$ cat src/rtl/hash_engine_arbiter_if.sv
// ---------------------------------------------------------------------------
// hash_engine_arbiter_if
//   Bundles the requester-facing and engine-facing signals of the hash engine
//   arbiter.
//   master modport : the arbiter itself (drives ack/rsp_*, busy, state and the
//                    engine controls; receives requests and engine results).
//   slave modport  : the environment (requesters plus the hash engine).
//   Signals:
//     req        requester request levels, one bit per requester
//     req_block  requester i block at [i*BLOCK_W +: BLOCK_W]
//     ack        one-hot, single-cycle response strobe
//     rsp_hash   hash for the acked requester (valid while ack != 0)
//     rsp_err    timeout flag (valid while ack != 0)
//     busy       arbiter not idle
//     state      one-hot FSM state (IDLE=1, ISSUE=2, WAIT=4, RESPOND=8)
//     hash_init  engine start pulse
//     valid      engine input valid
//     block_in   engine input block
//     hash       engine result
//     hash_ready engine result strobe
// ---------------------------------------------------------------------------
interface hash_engine_arbiter_if #(
    parameter int NREQ    = 4,
    parameter int BLOCK_W = 128,
    parameter int HASH_W  = 24
);
    logic [NREQ-1:0]         req;
    logic [NREQ*BLOCK_W-1:0] req_block;
    logic [NREQ-1:0]         ack;
    logic [HASH_W-1:0]       rsp_hash;
    logic                    rsp_err;
    logic                    busy;
    logic [3:0]              state;
    logic                    hash_init;
    logic                    valid;
    logic [BLOCK_W-1:0]      block_in;
    logic [HASH_W-1:0]       hash;
    logic                    hash_ready;

    modport master (
        input  req, req_block, hash, hash_ready,
        output ack, rsp_hash, rsp_err, busy, state, hash_init, valid, block_in
    );

    modport slave (
        output req, req_block, hash, hash_ready,
        input  ack, rsp_hash, rsp_err, busy, state, hash_init, valid, block_in
    );
endinterface

$ cat src/rtl/hash_engine_arbiter.sv
// ---------------------------------------------------------------------------
// hash_engine_arbiter
//   Round-robin arbiter sharing a single hash engine between NREQ nonce-search
//   requesters. The winner's block is captured on the IDLE->ISSUE edge and
//   presented to the engine; the engine result (or a timeout error) is handed
//   back to that requester with a one-cycle one-hot ack.
//   Ports:
//     clk    rising-edge clock
//     reset  asynchronous active-high reset
//     bus    hash_engine_arbiter_if.master (requester and engine signals)
//   All outputs are registered.
// ---------------------------------------------------------------------------
module hash_engine_arbiter #(
    parameter int NREQ    = 4,
    parameter int BLOCK_W = 128,
    parameter int HASH_W  = 24,
    parameter int TIMEOUT = 255
) (
    input  logic                   clk,
    input  logic                   reset,
    hash_engine_arbiter_if.master  bus
);
    localparam int             IDX_W      = $clog2(NREQ);
    localparam logic [7:0]     TIMER_LAST = 8'(TIMEOUT - 1);
    localparam logic [IDX_W:0] NREQ_W     = (IDX_W + 1)'(NREQ);
    localparam logic [IDX_W-1:0] LAST_IDX = IDX_W'(NREQ - 1);

    typedef enum logic [3:0] {
        ST_IDLE    = 4'b0001,
        ST_ISSUE   = 4'b0010,
        ST_WAIT    = 4'b0100,
        ST_RESPOND = 4'b1000
    } state_t;

    state_t              state_reg;
    logic [IDX_W-1:0]    rr_ptr_reg;
    logic [IDX_W-1:0]    grant_id_reg;
    logic [7:0]          timer_reg;
    logic [NREQ-1:0]     ack_reg;
    logic [HASH_W-1:0]   rsp_hash_reg;
    logic                rsp_err_reg;
    logic                busy_reg;
    logic                hash_init_reg;
    logic                valid_reg;
    logic [BLOCK_W-1:0]  block_in_reg;

    // Unpacked view of the requester blocks and the round-robin candidate
    // order: cand_idx[k] is the requester checked k-th, i.e. (rr_ptr+k) mod NREQ.
    logic [BLOCK_W-1:0]  req_blocks [NREQ];
    logic [IDX_W-1:0]    cand_idx   [NREQ];

    generate
        for (genvar gi = 0; gi < NREQ; gi++) begin : g_cand
            logic [IDX_W:0] sum;
            assign req_blocks[gi] = bus.req_block[gi*BLOCK_W +: BLOCK_W];
            // rr_ptr < NREQ and gi < NREQ, so a single conditional subtract wraps.
            assign sum = {1'b0, rr_ptr_reg} + (IDX_W + 1)'(gi);
            assign cand_idx[gi] = (sum >= NREQ_W) ? IDX_W'(sum - NREQ_W) : IDX_W'(sum);
        end
    endgenerate

    // Lowest candidate position with a pending request wins; scanning from the
    // far end lets the nearest one overwrite.
    logic [IDX_W-1:0] winner_idx;
    always_comb begin
        winner_idx = '0;
        for (int k = NREQ - 1; k >= 0; k--) begin
            if (bus.req[cand_idx[k]]) begin
                winner_idx = cand_idx[k];
            end
        end
    end

    logic [IDX_W-1:0] next_ptr;
    assign next_ptr = (grant_id_reg == LAST_IDX) ? '0 : grant_id_reg + 1'b1;

    logic [NREQ-1:0] grant_onehot;
    assign grant_onehot = {{(NREQ-1){1'b0}}, 1'b1} << grant_id_reg;

    always_ff @(posedge clk or posedge reset) begin
        if (reset) begin
            state_reg     <= ST_IDLE;
            rr_ptr_reg    <= '0;
            grant_id_reg  <= '0;
            timer_reg     <= '0;
            ack_reg       <= '0;
            rsp_hash_reg  <= '0;
            rsp_err_reg   <= 1'b0;
            busy_reg      <= 1'b0;
            hash_init_reg <= 1'b0;
            valid_reg     <= 1'b0;
            block_in_reg  <= '0;
        end else begin
            case (state_reg)
                ST_IDLE: begin
                    if (|bus.req) begin
                        grant_id_reg  <= winner_idx;
                        block_in_reg  <= req_blocks[winner_idx];
                        hash_init_reg <= 1'b1;
                        valid_reg     <= 1'b1;
                        busy_reg      <= 1'b1;
                        state_reg     <= ST_ISSUE;
                    end
                end
                ST_ISSUE: begin
                    timer_reg     <= '0;
                    hash_init_reg <= 1'b0;
                    state_reg     <= ST_WAIT;
                end
                ST_WAIT: begin
                    // A result on the final timer cycle still counts as success.
                    if (bus.hash_ready) begin
                        rsp_hash_reg <= bus.hash;
                        rsp_err_reg  <= 1'b0;
                        ack_reg      <= grant_onehot;
                        valid_reg    <= 1'b0;
                        state_reg    <= ST_RESPOND;
                    end else if (timer_reg == TIMER_LAST) begin
                        rsp_hash_reg <= '0;
                        rsp_err_reg  <= 1'b1;
                        ack_reg      <= grant_onehot;
                        valid_reg    <= 1'b0;
                        state_reg    <= ST_RESPOND;
                    end else if (timer_reg != 8'hFF) begin
                        timer_reg <= timer_reg + 8'd1;
                    end
                end
                ST_RESPOND: begin
                    ack_reg    <= '0;
                    rr_ptr_reg <= next_ptr;
                    busy_reg   <= 1'b0;
                    state_reg  <= ST_IDLE;
                end
                default: begin
                    ack_reg       <= '0;
                    busy_reg      <= 1'b0;
                    hash_init_reg <= 1'b0;
                    valid_reg     <= 1'b0;
                    state_reg     <= ST_IDLE;
                end
            endcase
        end
    end

    assign bus.state     = state_reg;
    assign bus.ack       = ack_reg;
    assign bus.rsp_hash  = rsp_hash_reg;
    assign bus.rsp_err   = rsp_err_reg;
    assign bus.busy      = busy_reg;
    assign bus.hash_init = hash_init_reg;
    assign bus.valid     = valid_reg;
    assign bus.block_in  = block_in_reg;

endmodule
$ cat src/flat_wrapper.sv
// flat-port wrapper written by rule: the top's interface ports become plain ports
module hash_engine_arbiter_flat 
#(
    parameter int NREQ    = 4,
    parameter int BLOCK_W = 128,
    parameter int HASH_W  = 24,
    parameter int TIMEOUT = 255
)
  (clk, reset, bus_req, bus_req_block, bus_hash, bus_hash_ready, bus_ack, bus_rsp_hash, bus_rsp_err, bus_busy, bus_state, bus_hash_init, bus_valid, bus_block_in);
  hash_engine_arbiter_if #(.NREQ(NREQ), .BLOCK_W(BLOCK_W), .HASH_W(HASH_W)) bus_i ();
  input  logic clk;
  input  logic reset;
  input wire logic [$bits(bus_i.req)-1:0] bus_req;
  input wire logic [$bits(bus_i.req_block)-1:0] bus_req_block;
  input wire logic [$bits(bus_i.hash)-1:0] bus_hash;
  input wire logic [$bits(bus_i.hash_ready)-1:0] bus_hash_ready;
  output wire logic [$bits(bus_i.ack)-1:0] bus_ack;
  output wire logic [$bits(bus_i.rsp_hash)-1:0] bus_rsp_hash;
  output wire logic [$bits(bus_i.rsp_err)-1:0] bus_rsp_err;
  output wire logic [$bits(bus_i.busy)-1:0] bus_busy;
  output wire logic [$bits(bus_i.state)-1:0] bus_state;
  output wire logic [$bits(bus_i.hash_init)-1:0] bus_hash_init;
  output wire logic [$bits(bus_i.valid)-1:0] bus_valid;
  output wire logic [$bits(bus_i.block_in)-1:0] bus_block_in;
  assign bus_i.req = bus_req;
  assign bus_i.req_block = bus_req_block;
  assign bus_i.hash = bus_hash;
  assign bus_i.hash_ready = bus_hash_ready;
  assign bus_ack = bus_i.ack;
  assign bus_rsp_hash = bus_i.rsp_hash;
  assign bus_rsp_err = bus_i.rsp_err;
  assign bus_busy = bus_i.busy;
  assign bus_state = bus_i.state;
  assign bus_hash_init = bus_i.hash_init;
  assign bus_valid = bus_i.valid;
  assign bus_block_in = bus_i.block_in;
  hash_engine_arbiter #(.NREQ(NREQ), .BLOCK_W(BLOCK_W), .HASH_W(HASH_W), .TIMEOUT(TIMEOUT)) u_core (.clk(clk), .reset(reset), .bus(bus_i));
endmodule
$ cat config.mk
export PLATFORM = sky130hd
export DESIGN_NAME = hash_engine_arbiter_flat
export DESIGN_NICKNAME = d
export VERILOG_FILES = /design/src/rtl/hash_engine_arbiter_if.sv /design/src/rtl/hash_engine_arbiter.sv /design/src/flat_wrapper.sv
export SDC_FILE = /design/constraint.sdc
export NUM_CORES = 1
export LEC_CHECK = 0
export ABC_AREA = 1
export BUFFER_PORTS_ARGS = -buffer_cell sky130_fd_sc_hd__buf_2
export CAP_MARGIN = 20
export CORE_AREA = 5 5 271 273
export CTS_CLUSTER_SIZE = 12
export DETAILED_ROUTE_END_ITERATION = 8
export DIE_AREA = 0 0 276 278
export PLACE_DENSITY = 0.47
export SYNTH_ARGS = -nofsm -noshare
export SYNTH_HDL_FRONTEND = slang
export SYNTH_SLANG_ARGS = --single-unit
$ cat constraint.sdc
create_clock -name clk -period 13 [get_ports clk]
set_input_delay 0 -clock clk [delete_from_list [all_inputs] [get_ports clk]]
set_output_delay 0 -clock clk [all_outputs]
set_load 0.05 [all_outputs]
==> impl_metrics.csv <==
group,metric,value,unit
routing,wl_per_cell,15.3,um
global_route,antenna_found_initial,12,
placement,globalplace.congestion,0.886,
final_layout,syn_to_final_growth,74.2,%
synth,avgSynthCellArea,6.33,um2
routing,vias,16000,
clock_network,clk_pin_slew_worst_paths,0.08,ns
clock_network,cts_resized,0,
clock_network,post-cts-setup-buffer-count,0,
synth,synthArstFlopShare,100,%
pwr,vdd_drop_max,0.175,mV
worst_setup_path,worstPathRequired,13.36,ns
global_route,grt_first_pass_wirelength,92800,um
global_route,grt_max_degree,137,
pwr,powerDensity,273,nW/um2
hold_path,hp-class,"input port to flop",
placement,placed_area,16700,um2
floorplanning,die_x,276,um
synth,synth_warnings,0,
routing,drc,0,
timing,max_slew_margin,32.6,%
worst_setup_path,crit_arrival,5.67,ns
synth,yosysUniqueCellTypes,36,
worst_setup_path,startpoint_type,"flop",
synth,synth_edf_count,0,
synth,synthTopCellsByArea,"dfrtp_1 (35%), nand3_1 (19%), nand2_1 (18%)",
floorplanning,fp-row-count,98,
floorplanning,start_util,17.5,%
floorplanning,die_h,278,um
global_route,globalRouteTotalUtil,15.2,%
placement,post-place-ws,8.53,ns
routing,dr.pass1.iters,5,
worst_setup_path,path_class,"flop to flop",
placement,port_buffers,706,
timing,whs,0.0560,ns
timing,fmaxAchievable,188,MHz
final_layout,final_common_cell,"buf_2",
final_layout,nNetsFinal,3548,
synth,syn_nets,2505,
floorplanning,die_area,76700,um2
timing,setup_ws,7.69,ns
placement,dp_hpwl,43500,um
worst_setup_path,critPathMaxFanout,125,
timing,hold_violations,0,
final_layout,final_cells,3973,
synth,ys_ff_latch,176,
synth,synthFlopType,"dfrtp_1",
routing,drt_first_iter_violations,625,
global_route,grt_pass1_vias,16600,
clock_network,cts_buffer_depth,2,
placement,dp_cells,3510,
clock_network,cts_tree,"built",
routing,totalWireLength,60700,um
floorplanning,core_area,70900,um2
timing,grt_setup_unrepaired,"false",
clock_network,numCtsBuffers,17,
clock_network,htreeDepth,4,
final_layout,drive_above_1_share,29.0,%
timing,finalSetupViolCount,0,
timing,drv_slew,0,
worst_setup_path,crit_path_end_kind,"flop",
status,outcome,"completed",
synth,yosysTopAreaCellShare,35.3,%
clock_network,root_buffer,"clkbuf_16",
synth,synth_top_cell_by_area,"dfrtp_1",
clock_network,clock_latency,0.49,ns
synth,syn_area,12400,um2
timing,setup_tns,0,ns
timing,period_share,40.8,%
global_route,overflow,0,
synth,seq_area_frac_synth,35.6,%
timing,tightest_slew,1.01,ns
clock_network,cts.sinks,176,
timing,timing.final.crit_period,5.31,ns
job,drv_cap,0,
clock_network,cts_hold_buf,419,
routing,vias_per_cell,4.03,
final_layout,stdcell_area,21600,um2
floorplanning,num_io_pins,707,
final_layout,layout_common_cells,"buf_2 (706), nand2_1 (592), nand3_1 (462), dlygate4sd3_1 (419), inv_1 (364)",
timing,fin_skew,0.0200,ns
routing,ant_nets,0,
pwr,leakagePower,0.0117,uW
final_layout,largest_register_ff_count,128,
synth,netlist_instances,1956,
[cell usage after synthesis (3+ instances only)]
cell / instances
a21oi_1: 7
buf_1: 10
buf_2: 47
buf_4: 6
clkbuf_1: 51
dfrtp_1: 175
ha_1: 6
inv_1: 365
inv_2: 4
nand2_1: 592
nand3_1: 462
nand3_2: 3
nand4_1: 3
nor2_1: 10
o21ai_0: 13
o31ai_1: 3
or2_0: 60
or2_1: 14
or2_2: 103
[final cells by class]
cell class / instances / area [um2]
sequential: 176 / 4410
antenna: 11 / 27.5
multi-input combinational: 1294 / 6090
timing repair buffer: 1140 / 7860
inverter: 370 / 1400
clock inverter: 15 / 191
fill: 7927 / 49300
clock buffer: 17 / 425
tap: 950 / 1190
[path summary, 6_finish.rpt]
check                                              startpoint                                   end  slack (ns)  depth (start not counted)
min reg2reg                u_core.bus.rsp_hash[4]$_DFFE_PP0P_    u_core.bus.rsp_hash[4]$_DFFE_PP0P_        0.47                          2
max                          u_core.rr_ptr_reg[0]$_DFFE_PP0P_  u_core.bus.block_in[117]$_DFFE_PP0P_        7.69                         17
max in group asynchronous                               reset    u_core.bus.block_in[2]$_DFFE_PP0P_       11.58                          4
min                                            bus_hash_ready    u_core.bus.rsp_hash[9]$_DFFE_PP0P_        0.06                          4
min in group asynchronous                               reset    u_core.bus.rsp_hash[6]$_DFFE_PP0P_        0.14                          3
max reg2reg                  u_core.rr_ptr_reg[0]$_DFFE_PP0P_  u_core.bus.block_in[117]$_DFFE_PP0P_        7.69                         17
[stage by stage]
stage               power [uW]  utilization (%)
global route              6390             30.4
detailed placement        4390             23.6
CTS                       5930             30.4
global placement          4370             23.6
floorplan                 3480                -
finish                    5900             30.5
[where the power goes]
group	internal (uW)	switching [uW]
registers	822	154
clock network	278	291
logic	1720	2630
total	2820	3080
[metal layers]
| layer | share of wire, % | up-vias | global-route usage, % |
|---|---|---|---|
| met5 | 0.012 | - | 0 |
| met4 | 3.3 | 2 | 6.02 |
| met3 | 6.1 | 86 | 4.14 |
| met2 | 50 | 503 | 26.5 |
| met1 | 41 | 7383 | 17.8 |
| li1 | - | 8037 | - |
[logic make-up (layout without fill, tap and decap cells)]
kind of cell	Yosys count	in the layout	share of synthesized area (%)
simple gates	1260	1260	47.1
flops	176	176	35.6
other cells	0	11	0
xor+xnor	1	1	0.0707
compound gates	27	27	1.20
fa+ha+maj	6	6	0.606
buf+inv	486	1542	15.5
[worst max-delay path: stages, from the launching register on]
cell           delay, ns
dfrtp_1             0.51
inv_1               0.17
nand2_1             0.06
nor2_1              0.11
nor2_2              0.06
nand3_2             0.08
nand2_1             0.06
nand2_2             0.05
buf_4               0.65
nand2_8             0.60
buf_4               0.54
buf_4               0.30
buf_16              0.22
or2_2               0.34
nand3_1             0.07
dlygate4sd3_1       0.56
nand3_1             0.08
dlygate4sd3_1       0.56
Power figures use the tool's default switching activity.
